## src/rtl/param_shift_engine.sv

```systemverilog
// param_shift_engine: loadable register performing amt single-bit rotate/shift steps per operation.
// Define ARITH_SHIFT_EN to make op 11 an arithmetic (sign-replicating) shift right.
module param_shift_engine #(
  parameter int WIDTH = 8,
  parameter int AMT_W = 3
) (
  input  logic             clock,
  input  logic             reset,
  input  logic             load_n,
  input  logic [WIDTH-1:0] data_in,
  input  logic             start,
  input  logic [1:0]       op,
  input  logic [AMT_W-1:0] amt,
  output logic [WIDTH-1:0] q,
  output logic             busy,
  output logic             done,
  output logic             serial_out
);
  typedef enum logic {IDLE, RUN} state_t;
  state_t           state_q, state_d;
  logic [1:0]       op_q, op_d;
  logic [AMT_W-1:0] cnt_q, cnt_d;
  logic [WIDTH-1:0] q_q, q_d, step_q;
  logic             so_q, so_d, done_q, done_d, left, msb_fill, step_so;
  assign left = ~op_q[0];
`ifdef ARITH_SHIFT_EN
  assign msb_fill = op_q[1] ? q_q[WIDTH-1] : q_q[0];
`else
  assign msb_fill = ~op_q[1] & q_q[0];
`endif
  // op[1] selects the non-wrapping variants; left shift always fills with 0
  assign step_q  = left ? {q_q[WIDTH-2:0], ~op_q[1] & q_q[WIDTH-1]} : {msb_fill, q_q[WIDTH-1:1]};
  assign step_so = left ? q_q[WIDTH-1] : q_q[0];
  always_comb begin
    state_d = state_q;
    op_d    = op_q;
    cnt_d   = cnt_q;
    q_d     = q_q;
    so_d    = so_q;
    done_d  = 1'b0;
    if (state_q == IDLE) begin
      if (!load_n) q_d = data_in;
      else if (start) begin
        done_d  = (amt == '0);
        state_d = (amt == '0) ? IDLE : RUN;
        op_d    = op;
        cnt_d   = amt;
      end
    end else begin
      q_d     = step_q;
      so_d    = step_so;
      cnt_d   = cnt_q - 1'b1;
      done_d  = (cnt_q == AMT_W'(1));
      state_d = (cnt_q == AMT_W'(1)) ? IDLE : RUN;
    end
  end
  always_ff @(posedge clock) begin
    if (reset) begin
      state_q <= IDLE;
      op_q    <= '0;
      cnt_q   <= '0;
      q_q     <= '0;
      so_q    <= 1'b0;
      done_q  <= 1'b0;
    end else begin
      state_q <= state_d;
      op_q    <= op_d;
      cnt_q   <= cnt_d;
      q_q     <= q_d;
      so_q    <= so_d;
      done_q  <= done_d;
    end
  end
  assign q          = q_q;
  assign busy       = (state_q == RUN);
  assign done       = done_q;
  assign serial_out = so_q;
endmodule
```

## config.mk

```make
export PLATFORM = sky130hd
export DESIGN_NAME = param_shift_engine
export DESIGN_NICKNAME = d
export VERILOG_FILES = /design/src/rtl/param_shift_engine.sv
export SDC_FILE = /design/constraint.sdc
export NUM_CORES = 1
export LEC_CHECK = 0
export CAP_MARGIN = 20
export CORE_UTILIZATION = 49
export CTS_CLUSTER_DIAMETER = 120
export DETAILED_ROUTE_END_ITERATION = 7
export GPL_ROUTABILITY_DRIVEN = 1
export GPL_TIMING_DRIVEN = 0
export PLACE_DENSITY = 0.87
export SYNTH_ARGS = -nofsm -noshare
export SYNTH_HDL_FRONTEND = slang
export SYNTH_SLANG_ARGS = --single-unit
```

## constraint.sdc

```tcl
create_clock -name clock -period 1.88 [get_ports clock]
set_clock_uncertainty 0.1 [all_clocks]
set_input_delay 0.376 -clock clock [delete_from_list [all_inputs] [get_ports clock]]
set_output_delay 0.376 -clock clock [all_outputs]
set_load 0.02 [all_outputs]
```

# After elaboration in Yosys (flattened, before gate mapping)
# Index checks and enable logic that the tools add are counted.
[totals]
register_bits = 16
in_bits = 17
out_inout_bits = 11
word_cells = 33
[op_classes]
addsub = 1
eq_ne = 2
n_mux = 15
n_bitwise = 4
reduce_logical = 5
[ops]
columns = ["cell", "count"]
rows = [
  ["2-to-1 mux 8 bit", 3],
  ["2-to-1 mux 1 bit", 9],
  ["2-to-1 mux 3 bit", 3],
  ["nonzero test 2 bit", 2],
  ["equality test 3 x 1 -> 1 bit, second input constant", 1],
  ["zero test 3 bit", 1],
  ["AND reduction 3 bit", 1],
  ["subtractor 3 x 1 -> 3 bit, second input constant", 1],
  ["AND 1 bit", 2],
  ["inequality test 2 x 1 -> 1 bit, second input constant", 1],
  ["inverter 1 bit", 2],
  ["AND reduction 2 bit", 1],
]

# Longest topological paths before layout
[logic_depth]
depth_word = 5
ltp_mapped = 5
mapped_depth_nobuf = 5

# Least setup slack after synthesis
# OpenSTA, ideal clock, no wires.
[synth_timing]
kind = "reg2reg"
start = "register state_q, in the netlist busy"
end = "register op_q[0]"
setup_ns = 0.118
arrival_ns = 0.985
t_required_ns = 1.662
slack_ns = 0.677
path_stages_with_launch = 5
n_path_buf = 1
period_less_slack_ns = 1.203
cell_sequence = "dfxtp_1 > buf_6 > nand3b_1 > mux2i_1 > nor2_1"
[synth_via]
elab_chain_cells = 2
[synth_rtl]
columns = ["item", "line_no", "source"]
rows = [
  ["from (decl)", "20", "state_t state_q, state_d;"],
  ["from (signal assigned)", "66", "state_q <= state_d;"],
  ["inverter 1 bit (no line)", "n/a", ""],
  ["AND reduction 3 bit (no line)", "n/a", ""],
  ["to (signal assigned)", "67", "op_q <= op_d;"],
  ["to (decl)", "21", "logic [1:0] op_q, op_d;"],
]
# Every way passes these cells.
# A chain may end at the register's enable or synchronous reset.

# Worst setup path after layout
[layout_timing]
start = "register q_q[6], in the netlist q[6]"
end = "output q[6]"
[layout_lines]
columns = ["item", "line_no", "source"]
rows = [
  ["from (decl)", "23", "logic [WIDTH-1:0] q_q, q_d, step_q;"],
  ["from (signal assigned)", "69", "q_q <= q_d;"],
  ["to (decl)", "14", "output logic [WIDTH-1:0] q,"],
]
# No word-level cell between the ends.

==> impl_metrics.tcl <==
set metrics [dict create \
    status "completed" \
    antenna_found_initial 0 \
    pre_cts_slack_ns 0.0822 \
    cp_max_fo 4 \
    cts_tree "done" \
    power.internal_mw 0.613 \
    crit_buf_inv 1 \
    setup_viol 0 \
    drt_first_pass_iters 4 \
    track_usage 0.236 \
    setup_slack_ns 0.0542 \
    vias 794 \
    ys_seq_area_frac 0.348 \
    sequentialPowerShare 0.450 \
    syn_nets 106 \
    switching_share 0.300 \
    place_congestion 0.774 \
    htree_levels 1 \
    switchingPower_mw 0.263 \
    viasPerCell 5.59 \
    fmax_mhz 548 \
    row_count 15 \
    fp.dieH_um 45.3 \
    cpPeakStageDelay_ns 0.64 \
    path_clk_slew_ns 0.11 \
    die_x_um 45.3 \
    ir_worst_vdd_uv 394 \
    cts-root-buf "clkbuf_4" \
    synth_ff_type "dfxtp_1" \
    drtAntennaViolNets 0 \
    drtIter0Drc 19 \
    start_util 0.527 \
    worstPathArrival_ns 1.35 \
    cts.hold.buffers_added 0 \
    coreArea_sq_um 1750 \
    die-area_sq_um 2050 \
    tns_ns 0 \
    report.final.hold_viol_count 0 \
    final_cell_mix "clkdlybuf4s50_1 (24), a211oi_1 (17), dfxtp_1 (16), mux2i_1 (9), a211oi_2 (5)" \
    criticalPathCategory "flop to output port" \
    grt_start_max_net_pins 11 \
    postCtsSetupRepairBufs 0 \
    max_slew.worst_pin.slew_ns 0.419 \
    worstHoldPathType "input pin to flop" \
    num_io_pins 28 \
    p_per_area_nw_per_um2 700 \
    synth.distinct_cells 27 \
    async_reset_ff_frac 0 \
    final_common_cell "clkdlybuf4s50_1" \
    clk_latency_ns 0.30 \
    netlist_instances 87 \
    cp_slowest_cell "clkdlybuf4s50_1" \
    maxCapViolCount 0 \
    crit_path_end_kind "output port" \
    p_clk_frac 0.276 \
    synth-seq-cells 16 \
    critPathRequiredTime_ns 1.40 \
    wirelength_um 2190 \
    final_nets 137 \
    drive_gt1_frac 0.214 \
    fin_crit_sh 0.971 \
    relSlewSlack 0.721 \
    synth_edf_count 0 \
    start_kind "flop" \
    rsz0062_at_grt "no" \
    crit_chain "clkdlybuf4s50_1" \
    grt-ovfl-total 0 \
    antennaDiodeCount 0 \
    comb_power_share 0.274 \
    fin_crit_ns 1.83 \
    area_delta_synth_final_pct 36.2 \
    cts_sinks 16 \
    path_delay_family "buffers and inverters" \
    synth.cell_area_sq_um 920 \
    dpl.hpwl_um 1560 \
    syn_avg_cell_area_sq_um 10.6 \
    grt_pass1_vias 710 \
    yosysWarningCount 0 \
    drc 0 \
    io_buffers 26 \
    numCtsBuffers 3 \
    final_max_slew_viol_count 0 \
    grt_pass1_wl_um 3350 \
    clock_path_buffers 2 \
    p_leak_nw 0.478 \
    wire_per_inst_um 15.5 \
    cts_resized 0 \
]
## cell usage after synthesis, types with 3 or more instances
library cell / instances / area [sq um]
a211oi_1: 17 / 128
a211oi_2: 5 / 62.6
and2b_2: 4 / 35.0
nor2b_1: 4 / 25.0
mux2i_1: 9 / 90.1
dfxtp_1: 16 / 320
nor2_1: 4 / 15.0
buf_6: 3 / 33.8
## stage by stage
stage / cells / util / area [sq um] / hold WS, ns / total power [mW]
after global placement: 138 / 0.694 / 1210 / 0.396 / 0.635
final: 142 / 0.718 / 1250 / 0.415 / 0.876
after floorplan: 87 / - / 920 / 0.374 / 0.542
after CTS: 142 / 0.715 / 1250 / 0.420 / 0.876
after global routing: 142 / 0.718 / 1250 / 0.437 / 0.913
after detailed placement: 138 / 0.694 / 1210 / 0.402 / 0.643
## metal layers
layer  vias to the layer above  track usage  part of all wire
met1                       375        0.306              0.44
met3                         5       0.0360             0.045
met4                         0        0.109             0.019
li1                        388            -                 -
met5                         -            0                 0
met2                        26        0.386              0.50
## cell families (layout without fill, tap and decap cells)
| family | after synthesis | in the layout | share of synthesized area |
|---|---|---|---|
| simple gates | 23 | 23 | 0.186 |
| fa+ha+maj | 2 | 2 | 0.0272 |
| xor+xnor | 1 | 1 | 0.00953 |
| mux | 9 | 9 | 0.0980 |
| buf+inv | 10 | 40 | 0.0898 |
| flops | 16 | 16 | 0.348 |
| compound gates | 26 | 26 | 0.241 |
## power groups by stage
stage	combinational (mW)	sequential, mW	clock [mW]
3_5_place_dp	0.241	0.402	0
5_1_grt	0.258	0.398	0.257
2_1_floorplan	0.123	0.419	0
3_3_place_gp	0.235	0.400	0
4_1_cts	0.242	0.394	0.240
6_report	0.240	0.394	0.241
## state kept, by name, indices dropped and copies added, names as in the netlist
signal / flops
q: 8
done: 1
op_q: 2
serial_out: 1
busy: 1
cnt_q: 3
## worst reg2reg max path, cell delays in order, from the launching register on
cell and delay, ns:
dfxtp_1 0.35, inv_1 0.06, ha_1 0.17, and3b_1 0.19, nor4_2 0.23
## worst paths after layout
| path | startpoint | slack [ns] | cells after the start | endpoint |
|---|---|---|---|---|
| worst max-delay path | q[6] | 0.05 | 1 | q[6] |
| worst min-delay path | reset | 0.42 | 2 | q[7] |
| worst max register to register | cnt_q[1] | 0.71 | 4 | busy |
| worst min register to register | serial_out | 0.42 | 2 | serial_out |
## cell type report
type,count,area (sq um)
Multi-Input combinational cell,61,517
Fill cell,145,493
Sequential cell,16,320
Timing Repair Buffer,26,265
Buffer,8,75.1
Clock buffer,4,36.3
Tap cell,25,31.3
Inverter,2,7.51
Note: power is estimated with default switching activity, not from simulation.
